## config.mk

```make
export PLATFORM = sky130hd
export DESIGN_NAME = mips_multicycle_control_flat
export DESIGN_NICKNAME = d
export VERILOG_FILES = /design/src/rtl/mips_multicycle_control_if.sv /design/src/rtl/mips_multicycle_control.sv /design/src/flat_wrapper.sv
export SDC_FILE = /design/constraint.sdc
export NUM_CORES = 1
export LEC_CHECK = 0
export ABC_AREA = 1
export BUFFER_PORTS_ARGS = -buffer_cell sky130_fd_sc_hd__clkbuf_2
export CAP_MARGIN = 0
export CORE_MARGIN = 2
export CORE_UTILIZATION = 46
export CTS_BUF_LIST = sky130_fd_sc_hd__clkbuf_4
export DETAILED_ROUTE_END_ITERATION = 7
export HOLD_SLACK_MARGIN = 0.05
export PLACE_DENSITY = 0.81
export SYNTH_ARGS = -nofsm -noshare
export SYNTH_HDL_FRONTEND = slang
export SYNTH_SLANG_ARGS = --single-unit
```

## constraint.sdc

```tcl
create_clock -name clk -period 1.7 [get_ports clk]
set_input_delay 0.34 -clock clk [delete_from_list [all_inputs] [get_ports clk]]
set_output_delay 0.34 -clock clk [all_outputs]
set_load 0.005 [all_outputs]
```

## src/rtl/mips_multicycle_control_if.sv

```systemverilog
// Shared memory-port handshake between the multi-cycle control FSM and the memory.
// The master side (control) requests; the slave side (memory) signals completion.
interface mips_multicycle_control_if;
    logic mem_req;
    logic mem_we;
    logic mem_ready;

    modport master (output mem_req, output mem_we, input mem_ready);
    modport slave  (input mem_req, input mem_we, output mem_ready);
endinterface

```

## src/rtl/mips_multicycle_control.sv

```systemverilog
// Multi-cycle MIPS control FSM: sequences fetch/decode/execute/memory/writeback over the
// shared datapath, drives all mux selects and enables, and flags illegal opcodes and bus timeouts.
module mips_multicycle_control #(
    parameter int unsigned TIMEOUT_CYCLES = 255,
    parameter int unsigned TIMEOUT_W      = 8
) (
    input  logic                        clk,
    input  logic                        reset_n,
    input  logic [5:0]                  opcode,
    input  logic [5:0]                  alu_function,
    input  logic                        alu_zero,
    mips_multicycle_control_if.master   mem,
    output logic                        iord,
    output logic                        ir_write,
    output logic                        pc_write,
    output logic [1:0]                  pc_src,
    output logic                        alu_src_a,
    output logic [1:0]                  alu_src_b,
    output logic [1:0]                  alu_op,
    output logic                        reg_write,
    output logic                        reg_dst,
    output logic                        mem_to_reg,
    output logic                        instr_retired,
    output logic                        illegal_instr,
    output logic                        bus_error,
    output logic [3:0]                  state
);

    localparam logic [3:0] StIdle     = 4'd0;
    localparam logic [3:0] StFetch    = 4'd1;
    localparam logic [3:0] StDecode   = 4'd2;
    localparam logic [3:0] StMemAddr  = 4'd3;
    localparam logic [3:0] StMemRead  = 4'd4;
    localparam logic [3:0] StMemWb    = 4'd5;
    localparam logic [3:0] StMemWrite = 4'd6;
    localparam logic [3:0] StExecute  = 4'd7;
    localparam logic [3:0] StAluWb    = 4'd8;
    localparam logic [3:0] StBranch   = 4'd9;
    localparam logic [3:0] StJump     = 4'd10;
    localparam logic [3:0] StJumpReg  = 4'd11;
    localparam logic [3:0] StImmExec  = 4'd12;
    localparam logic [3:0] StImmWb    = 4'd13;

    localparam logic [5:0] OpRtype = 6'h00;
    localparam logic [5:0] OpJ     = 6'h02;
    localparam logic [5:0] OpBeq   = 6'h04;
    localparam logic [5:0] OpAddi  = 6'h08;
    localparam logic [5:0] OpLw    = 6'h23;
    localparam logic [5:0] OpSw    = 6'h2B;
    localparam logic [5:0] FnJr    = 6'h08;

    localparam logic [TIMEOUT_W-1:0] TimeoutLimit = TIMEOUT_W'(TIMEOUT_CYCLES);

    logic [3:0]           state_q, state_d;
    logic [TIMEOUT_W-1:0] tmo_cnt_q, tmo_cnt_d;
    logic                 mem_state;
    logic                 timeout;

    assign state = state_q;

    always_comb begin
        mem_state = (state_q == StFetch) || (state_q == StMemRead) || (state_q == StMemWrite);
        timeout   = mem_state && !mem.mem_ready && (TIMEOUT_CYCLES != 0) &&
                    (tmo_cnt_q == TimeoutLimit);
    end

    always_comb begin
        state_d       = state_q;
        mem.mem_req   = 1'b0;
        mem.mem_we    = 1'b0;
        iord          = 1'b0;
        ir_write      = 1'b0;
        pc_write      = 1'b0;
        pc_src        = 2'b00;
        alu_src_a     = 1'b0;
        alu_src_b     = 2'b00;
        alu_op        = 2'b00;
        reg_write     = 1'b0;
        reg_dst       = 1'b0;
        mem_to_reg    = 1'b0;
        instr_retired = 1'b0;
        illegal_instr = 1'b0;
        bus_error     = timeout;

        case (state_q)
            StIdle: state_d = StFetch;
            StFetch: begin
                mem.mem_req = 1'b1;
                alu_src_b   = 2'b01;
                if (mem.mem_ready) begin
                    ir_write = 1'b1;
                    pc_write = 1'b1;
                    state_d  = StDecode;
                end
            end
            StDecode: begin
                alu_src_b = 2'b11;
                case (opcode)
                    OpLw, OpSw: state_d = StMemAddr;
                    OpRtype:    state_d = (alu_function == FnJr) ? StJumpReg : StExecute;
                    OpBeq:      state_d = StBranch;
                    OpAddi:     state_d = StImmExec;
                    OpJ:        state_d = StJump;
                    default: begin
                        illegal_instr = 1'b1;
                        state_d       = StFetch;
                    end
                endcase
            end
            StMemAddr: begin
                alu_src_a = 1'b1;
                alu_src_b = 2'b10;
                state_d   = (opcode == OpSw) ? StMemWrite : StMemRead;
            end
            StMemRead: begin
                mem.mem_req = 1'b1;
                iord        = 1'b1;
                if (mem.mem_ready) begin
                    state_d = StMemWb;
                end else if (timeout) begin
                    state_d = StFetch;
                end
            end
            StMemWb: begin
                reg_write     = 1'b1;
                mem_to_reg    = 1'b1;
                instr_retired = 1'b1;
                state_d       = StFetch;
            end
            StMemWrite: begin
                mem.mem_req = 1'b1;
                mem.mem_we  = 1'b1;
                iord        = 1'b1;
                if (mem.mem_ready) begin
                    instr_retired = 1'b1;
                    state_d       = StFetch;
                end else if (timeout) begin
                    state_d = StFetch;
                end
            end
            StExecute: begin
                alu_src_a = 1'b1;
                alu_op    = 2'b10;
                state_d   = StAluWb;
            end
            StAluWb: begin
                reg_write     = 1'b1;
                reg_dst       = 1'b1;
                instr_retired = 1'b1;
                state_d       = StFetch;
            end
            StImmExec: begin
                alu_src_a = 1'b1;
                alu_src_b = 2'b10;
                state_d   = StImmWb;
            end
            StImmWb: begin
                reg_write     = 1'b1;
                instr_retired = 1'b1;
                state_d       = StFetch;
            end
            StBranch: begin
                alu_src_a     = 1'b1;
                alu_op        = 2'b01;
                pc_src        = 2'b01;
                pc_write      = alu_zero;
                instr_retired = 1'b1;
                state_d       = StFetch;
            end
            StJump: begin
                pc_write      = 1'b1;
                pc_src        = 2'b10;
                instr_retired = 1'b1;
                state_d       = StFetch;
            end
            StJumpReg: begin
                pc_write      = 1'b1;
                pc_src        = 2'b11;
                instr_retired = 1'b1;
                state_d       = StFetch;
            end
            default: state_d = StIdle;
        endcase
    end

    // Any state change (or a timeout retry of FETCH) restarts the wait count.
    always_comb begin
        tmo_cnt_d = tmo_cnt_q;
        if ((state_d != state_q) || timeout) begin
            tmo_cnt_d = '0;
        end else if (mem_state && !mem.mem_ready) begin
            tmo_cnt_d = tmo_cnt_q + 1'b1;
        end
    end

    always_ff @(posedge clk or negedge reset_n) begin
        if (!reset_n) begin
            state_q   <= StIdle;
            tmo_cnt_q <= '0;
        end else begin
            state_q   <= state_d;
            tmo_cnt_q <= tmo_cnt_d;
        end
    end

endmodule

```

## src/flat_wrapper.sv

```systemverilog
// flat-port wrapper written by rule: the top's interface ports become plain ports
module mips_multicycle_control_flat 
#(
    parameter int unsigned TIMEOUT_CYCLES = 255,
    parameter int unsigned TIMEOUT_W      = 8
)
  (clk, reset_n, opcode, alu_function, alu_zero, iord, ir_write, pc_write, pc_src, alu_src_a, alu_src_b, alu_op, reg_write, reg_dst, mem_to_reg, instr_retired, illegal_instr, bus_error, state, mem_mem_req, mem_mem_we, mem_mem_ready);
  mips_multicycle_control_if mem_i ();
  input  logic clk;
  input  logic reset_n;
  input  logic [5:0] opcode;
  input  logic [5:0] alu_function;
  input  logic alu_zero;
  output logic iord;
  output logic ir_write;
  output logic pc_write;
  output logic [1:0] pc_src;
  output logic alu_src_a;
  output logic [1:0] alu_src_b;
  output logic [1:0] alu_op;
  output logic reg_write;
  output logic reg_dst;
  output logic mem_to_reg;
  output logic instr_retired;
  output logic illegal_instr;
  output logic bus_error;
  output logic [3:0] state;
  output wire logic [$bits(mem_i.mem_req)-1:0] mem_mem_req;
  output wire logic [$bits(mem_i.mem_we)-1:0] mem_mem_we;
  input wire logic [$bits(mem_i.mem_ready)-1:0] mem_mem_ready;
  assign mem_mem_req = mem_i.mem_req;
  assign mem_mem_we = mem_i.mem_we;
  assign mem_i.mem_ready = mem_mem_ready;
  mips_multicycle_control #(.TIMEOUT_CYCLES(TIMEOUT_CYCLES), .TIMEOUT_W(TIMEOUT_W)) u_core (.clk(clk), .reset_n(reset_n), .opcode(opcode), .alu_function(alu_function), .alu_zero(alu_zero), .mem(mem_i), .iord(iord), .ir_write(ir_write), .pc_write(pc_write), .pc_src(pc_src), .alu_src_a(alu_src_a), .alu_src_b(alu_src_b), .alu_op(alu_op), .reg_write(reg_write), .reg_dst(reg_dst), .mem_to_reg(mem_to_reg), .instr_retired(instr_retired), .illegal_instr(illegal_instr), .bus_error(bus_error), .state(state));
endmodule
```

==> results of run 1 <==
[cell usage after synthesis]
library cell,number
a211o_1,1
a21oi_1,3
a21oi_2,1
a31oi_1,1
buf_4,1
dfrtp_1,12
ha_1,1
inv_1,21
inv_2,2
nand2_1,22
nand2_2,3
nand2_4,4
nand3_1,17
nand3_2,3
nand3_4,1
nand4_1,5
nor2_1,25
nor2_2,12
nor2_4,4
nor3_1,2
nor4b_4,1
o21ai_0,3
o21ai_1,1
o21ai_2,1
or3_1,1
xnor2_1,2
xor2_1,4
[where the power goes]
group | internal, mW | total (mW) | switching (mW)
Clock | 0.0854 | 0.184 | 0.0987
Combinational | 0.759 | 1.71 | 0.950
Sequential | 0.344 | 0.446 | 0.102
Total | 1.19 | 2.34 | 1.15
[area by class of cell]
cell class / instances / area (um2) / share of cell area [%]
clock buffer: 3 / 22.5 / 1.34
tap: 28 / 35.0 / 2.09
sequential: 12 / 305 / 18.2
inverter: 23 / 93.8 / 5.60
timing repair buffer: 61 / 407 / 24.3
clock inverter: 1 / 3.75 / 0.224
multi-input combinational: 118 / 810 / 48.3
[worst max-delay path by stage]
stage                                   start             endpoint  slack, ns  depth (start not counted)
after floorplan           u_core.tmo_cnt_q[0]  u_core.tmo_cnt_q[7]       0.15                         10
after global placement        u_core.state[3]            alu_src_a       0.05                          5
after detailed placement  u_core.tmo_cnt_q[0]  u_core.tmo_cnt_q[6]      -0.02                         10
after CTS                     u_core.state[2]            alu_src_a      -0.08                          5
after global routing          u_core.state[3]             pc_write      -0.24                          5
final                         u_core.state[2]             pc_write      -0.19                          5
[through the flow]
step / setup WS, ns / util, %
floorplan: 0.146 / -
global placement: 0.0481 / 60.1
detailed placement: -0.0214 / 60.1
CTS: -0.0774 / 70.5
global route: -0.236 / 75.1
finish: -0.189 / 75.1
[kinds of logic (layout without fill, tap and decap cells)]
kind of cell	count (synthesis)	count (layout)	synth area share (%)
fa+ha+maj	1	1	1.15
simple gates	100	100	51.7
buf+inv	24	88	8.60
flops	12	12	27.5
compound gates	11	11	6.19
xor+xnor	6	6	4.82
[layer usage]
| metal | global-route usage, % | wire length (um) | vias to the layer above |
|---|---|---|---|
| li1 | - | - | 624 |
| met1 | 28.1 | 1390 | 604 |
| met2 | 46.3 | 1900 | 67 |
| met3 | 4.86 | 187 | 23 |
| met4 | 13.7 | 214 | 0 |
| met5 | 0 | 0 | - |
[timing repair]
action                                  in CTS  in global routing
buffers inserted                            15                  3
pin swaps                                    9                  6
hold endpoints to repair                    12                  0
endpoints found under the setup margin      15                 18
gates resized for setup                     28                 25
hold buffers                                 1                  0
[sequential cells by signal, summed over array words and instances, names as in the netlist]
| register | count |
|---|---|
| u_core.tmo_cnt_q | 8 |
| u_core.state | 4 |
==> reports/qor.csv, run 1 <==
stage,metric,value,unit
status,outcome,finished with violations,
status,failed_checks,negative setup slack,
finish,instances_no_fill,246,
synthesis,avgSynthCellArea,7.08,um2
sta,setup_slack,-0.189,ns
synthesis,synth_nets,171,
floorplanning,die_h,52.7,um
sta,holdWs,0.467,ns
sta,rsz0062_at_grt,yes,
cts,cts_max_level,1,
critical_path,required,1.36,ns
finish,area.growth.synth_to_final,53.7,%
critical_path,cp-start-kind,flop,
global_route,grt_pass1_wl,5290,um
pwr,ir_drop,0.000835,V
min_path,hp-class,input port to asynchronous set/reset pin,
global_route,grt_util_all_layers,25.7,%
route,ant_nets,0,
finish,layout-drive-gt1-share,55.0,%
sta,hold_viol,0,
global_route,antenna_found_initial,0,
cts,tritoncts,built,
synthesis,synthTopCellsByArea,"dfrtp_1 28%, nor2_1 8.6%, nand3_1 7.8%, nand2_1 7.6%, inv_1 7.2%",
cts,path_clk_slew,0.08,ns
cts,clk_latency,0.29,ns
route,first_pass_iters,4,
cts,cts-buffers-inserted,3,
floorplanning,core_area,2230,um2
flow_run,drv_cap,0,
critical_path,path_common_cell,nor2_4,
global_route,grt.overflow.total,0,
critical_path,r2r_slack,-0.08,ns
sta,relSlewSlack,75.1,%
critical_path,crit_type,flop to output port,
route,drc,0,
critical_path,timing.rr.start,u_core.state[2],
synthesis,synth-seq-cells,12,
critical_path,crit_path_end_kind,output port,
route,vias_per_cell,5.36,
global_route,grt_max_degree,13,
sta,worst_pin_slew,0.369,ns
synthesis,netlist_area,1090,um2
sta,slew_viol_final,0,
placement,place_congestion,0.944,
floorplanning,initial_utilization,48.9,%
finish,diodes,0,
sta,fmax,529,MHz
finish,layout_commonest_cell,clkbuf_2,
synthesis,yosysUniqueCellTypes,27,
synthesis,synth_top_area_share,27.5,%
floorplanning,rows,17,
floorplanning,die_w,52.7,um
critical_path,worst_path_dominant_cell_family,flip-flops,
pwr,power.total,2.34,mW
floorplanning,ioPinCount,38,
critical_path,crit_buf_inv,1,
cts,cts.sinks,12,
placement,portBuffers,37,
sta,period_share,111,%
finish,nNetsFinal,236,
sta,setup_violations,17,
synthesis,yosysTopAreaCell,dfrtp_1,
cts,cts-root-buf,clkbuf_4,
route,post_drt_wl_per_cell,15.0,um
floorplanning,floorplan.die_area,2780,um2
cts,clock_path_buffers,2,
critical_path,max_stage_delay,0.50,ns
synthesis,postSynthCellCount,154,
placement,dp_hpwl,2270,um
sta,fin_skew,0.0143,ns
route,vias,1318,
placement,place_area,1340,um2
global_route,grt_pass1_vias,1267,
sta,finalCriticalPeriod,1.89,ns
route,wirelength,3700,um
placement,dp.cells,223,
critical_path,r2r_cells,10,
synthesis,yosysSeqAreaShare,27.5,%
finish,n_fill_cell,151,
sta,tns,-1.05,ns
pwr,p_leak,0.900,nW
finish,final_cell_mix,"32 x clkbuf_2, 21 x nor2_1, 20 x nand2_1",
finish,final_area,1680,um2
critical_path,crit_path_cell_trace,"nor2_4, nand2_4, nor2_4, a211o_1, clkbuf_2",
route,drtIter0Drc,31,
critical_path,cp_max_fo,7,
critical_path,timing.rr.end,u_core.tmo_cnt_q[1],
pwr,p_per_area,1400,nW/um2
critical_path,cp_data_arrival_time,1.55,ns
synthesis,yosysWarnings,0,
critical_path,slowest_stage,dfrtp_2,
(Power assumes the default switching activity.)
==> inputs of run 2 (changes only) <==
CORE_UTILIZATION = 51   (was 46)
PLACE_DENSITY = 0.85   (was 0.81)
SKIP_CTS_REPAIR_TIMING = 1   (was not set)
clock period = 1.8 ns   (was 1.7 ns; I/O delays follow)
==> run 2 against run 1 <==
Against the previous run:
- the flow still finishes with violations (negative setup slack)
- highest routed layer unchanged
- non-clock buffer count down 10
- sequential power about the same
- critical path depth increased by 1
- cell count fell by 4.5%
- hold slack improved by 0.0084 ns
- largest cell class unchanged
==> reports/qor.csv, run 2 (synthesis gave the netlist of run 1 again) <==
stage,metric,value,unit,change
route,vias_per_cell,5.35,,-0.16%
finish,area.growth.synth_to_final,41.7,%,
floorplanning,die_w,50.3,um,-4.6%
critical_path,slowest_stage,dfrtp_2,,
route,drtIter0Drc,57,,+84%
critical_path,r2r_cells,11,,+1
global_route,grt_util_all_layers,23.6,%,-2.1 points
critical_path,crit_type,flop to output port,,
critical_path,crit_buf_inv,3,,+2
cts,cts.sinks,12,,unchanged
critical_path,crit_path_end_kind,output port,,
placement,place_congestion,0.842,,-11%
finish,layout-drive-gt1-share,46.6,%,-8.4 points
flow_run,drv_cap,0,,unchanged
global_route,antenna_found_initial,0,,unchanged
cts,tritoncts,built,,
sta,relSlewSlack,77.1,%,+2.0 points
critical_path,cp_max_fo,6,,-1
finish,largest_reg_flops,8,,unchanged
status,failed_checks,negative setup slack,,
global_route,grt.overflow.total,0,,unchanged
global_route,grt_pass1_vias,1086,,-14%
sta,period_share,105,%,
sta,hold_viol,0,,unchanged
cts,cts-buffers-inserted,3,,unchanged
sta,fmax,530,MHz,
route,wirelength,3270,um,-11%
floorplanning,floorplan.die_area,2530,um2,-9.1%
cts,clock_path_buffers,2,,unchanged
min_path,hp-class,input port to flop,,
finish,n_fill_cell,131,,-13%
finish,layout_commonest_cell,clkbuf_2,,
floorplanning,rows,16,,-1
pwr,ir_drop,0.000812,V,-2.8%
route,first_pass_iters,4,,unchanged
sta,fin_skew,0.000523,ns,-0.0138 ns
placement,portBuffers,37,,unchanged
finish,nNetsFinal,226,,-4.2%
cts,cts_max_level,1,,unchanged
pwr,p_comb_share,69.8,%,-3.3 points
sta,slew_viol_final,0,,unchanged
sta,setup_slack,-0.0866,ns,+0.102 ns
floorplanning,die_h,50.3,um,-4.6%
critical_path,required,1.44,ns,+0.08 ns
pwr,total_switching_power,1.00,mW,-13%
finish,final_area,1550,um2,-7.8%
pwr,p_int,1.04,mW,-12%
sta,setup_violations,14,,-3
sta,rsz0062_at_grt,yes,,
cts,path_clk_slew,0.07,ns,about the same
finish,instances_no_fill,235,,-4.5%
floorplanning,ioPinCount,38,,unchanged
pwr,seq_power_share,21.7,%,+2.6 points
finish,final_cell_mix,"35 x clkbuf_2, 24 x nor2_1, 21 x nand2_1",,
route,post_drt_wl_per_cell,13.9,um,-7.3%
critical_path,worst_path_dominant_cell_family,flip-flops,,
route,ant_nets,0,,unchanged
placement,place_area,1310,um2,-2.3%
critical_path,cp_data_arrival_time,1.53,ns,-0.02 ns
route,drc,0,,unchanged
critical_path,cp-start-kind,flop,,
critical_path,max_stage_delay,0.49,ns,about the same
cts,cts-root-buf,clkbuf_4,,
status,outcome,finished with violations,,
floorplanning,core_area,1980,um2,-11%
placement,dp_slack,-0.0305,ns,-0.00912 ns
pwr,p_leak,0.835,nW,-7.2%
floorplanning,initial_utilization,55.1,%,+6.2 points
sta,finalCriticalPeriod,1.89,ns,
critical_path,cp.depth,6,,+1
placement,dp.cells,218,,-2.2%
pwr,p_sw_share,49.0,%,-0.18 points
finish,diodes,0,,unchanged
min_path,holdPathStages,4,,
pwr,pwr-share-clk,8.5,%,+0.6 points
critical_path,crit_path_cell_trace,"clkinv_4, nor2_4, inv_2, nor2_1, or3_1, clkbuf_2",,
sta,worst_pin_slew,0.340,ns,-0.0299 ns
route,vias,1257,,-4.6%
global_route,grt_max_degree,13,,unchanged
finish,largest_register,u_core.tmo_cnt_q,,
cts,clk_latency,0.28,ns,about the same
pwr,p_per_area,1320,nW/um2,-5.4%
placement,dp_hpwl,2130,um,-6.0%
global_route,grt_pass1_wl,4580,um,-13%
## run 2: cell types whose count changed in the layout (fill, tap and decap cells not counted), moves of 2 or more
cell      before  now
buf_2          3    1
buf_4         16   10
buf_6          9    3
clkbuf_2      32   35
inv_1         15   18
inv_4          3    0
nand3_1       13   16
nand3_2        5    2
nor2_1        21   24
nor2_2        13   10
o21ai_2        3    1
## run 2: stage by stage
step | hold WS, ns | utilization [%] | TNS (ns) | power (mW)
5_1_grt | 0.520 | 78.0 | -1.27 | 2.17
6_report | 0.475 | 78.0 | -0.312 | 2.04
4_1_cts | -0.0481 | 67.4 | -0.949 | 1.64
3_3_place_gp | 0.260 | 66.1 | 0 | 1.43
3_5_place_dp | 0.258 | 66.1 | -0.181 | 1.46
2_1_floorplan | 0.0644 | - | 0 | 1.15
## run 2: layout make-up
cell class / count / area, um2 / share of cell area (%)
Clock buffer: 3 / 22.5 / 1.46
Sequential cell: 12 / 305 / 19.7
Multi-Input combinational cell: 118 / 771 / 49.8
Timing Repair Buffer: 51 / 319 / 20.6
Inverter: 23 / 91.3 / 5.91
Clock inverter: 1 / 3.75 / 0.243
Tap cell: 27 / 33.8 / 2.18
## run 2: metal layers
metal  vias to the layer above  routed length [um]  GRT usage (%)
met3                         4                 144           4.76
li1                        605                   -              -
met2                        48                1690           42.5
met1                       600                1400           27.6
met5                         -                   0              0
met4                         0                  43           7.87
## run 2: worst paths after layout
path                            slack, ns                   to                 from
worst max-delay path                -0.09            alu_src_a      u_core.state[0]
worst max register to register      -0.01  u_core.tmo_cnt_q[6]      u_core.state[0]
min in group asynchronous            0.50  u_core.tmo_cnt_q[7]              reset_n
max in group asynchronous            1.06      u_core.state[3]              reset_n
worst min register to register       0.61  u_core.tmo_cnt_q[0]  u_core.tmo_cnt_q[0]
worst min-delay path                 0.48      u_core.state[1]            opcode[4]
## run 2: tightest hold or removal path, delay by kind of cell
family	cells	cell delay, ns
simple gates	3	0.24
buf+inv	1	0.11
## run 2: power groups by stage
stage | registers, mW | clock network, mW | logic, mW
floorplan | 0.389 | 0 | 0.764
global placement | 0.408 | 0 | 1.02
detailed placement | 0.412 | 0 | 1.05
CTS | 0.407 | 0.176 | 1.05
global route | 0.450 | 0.186 | 1.53
finish | 0.444 | 0.173 | 1.43
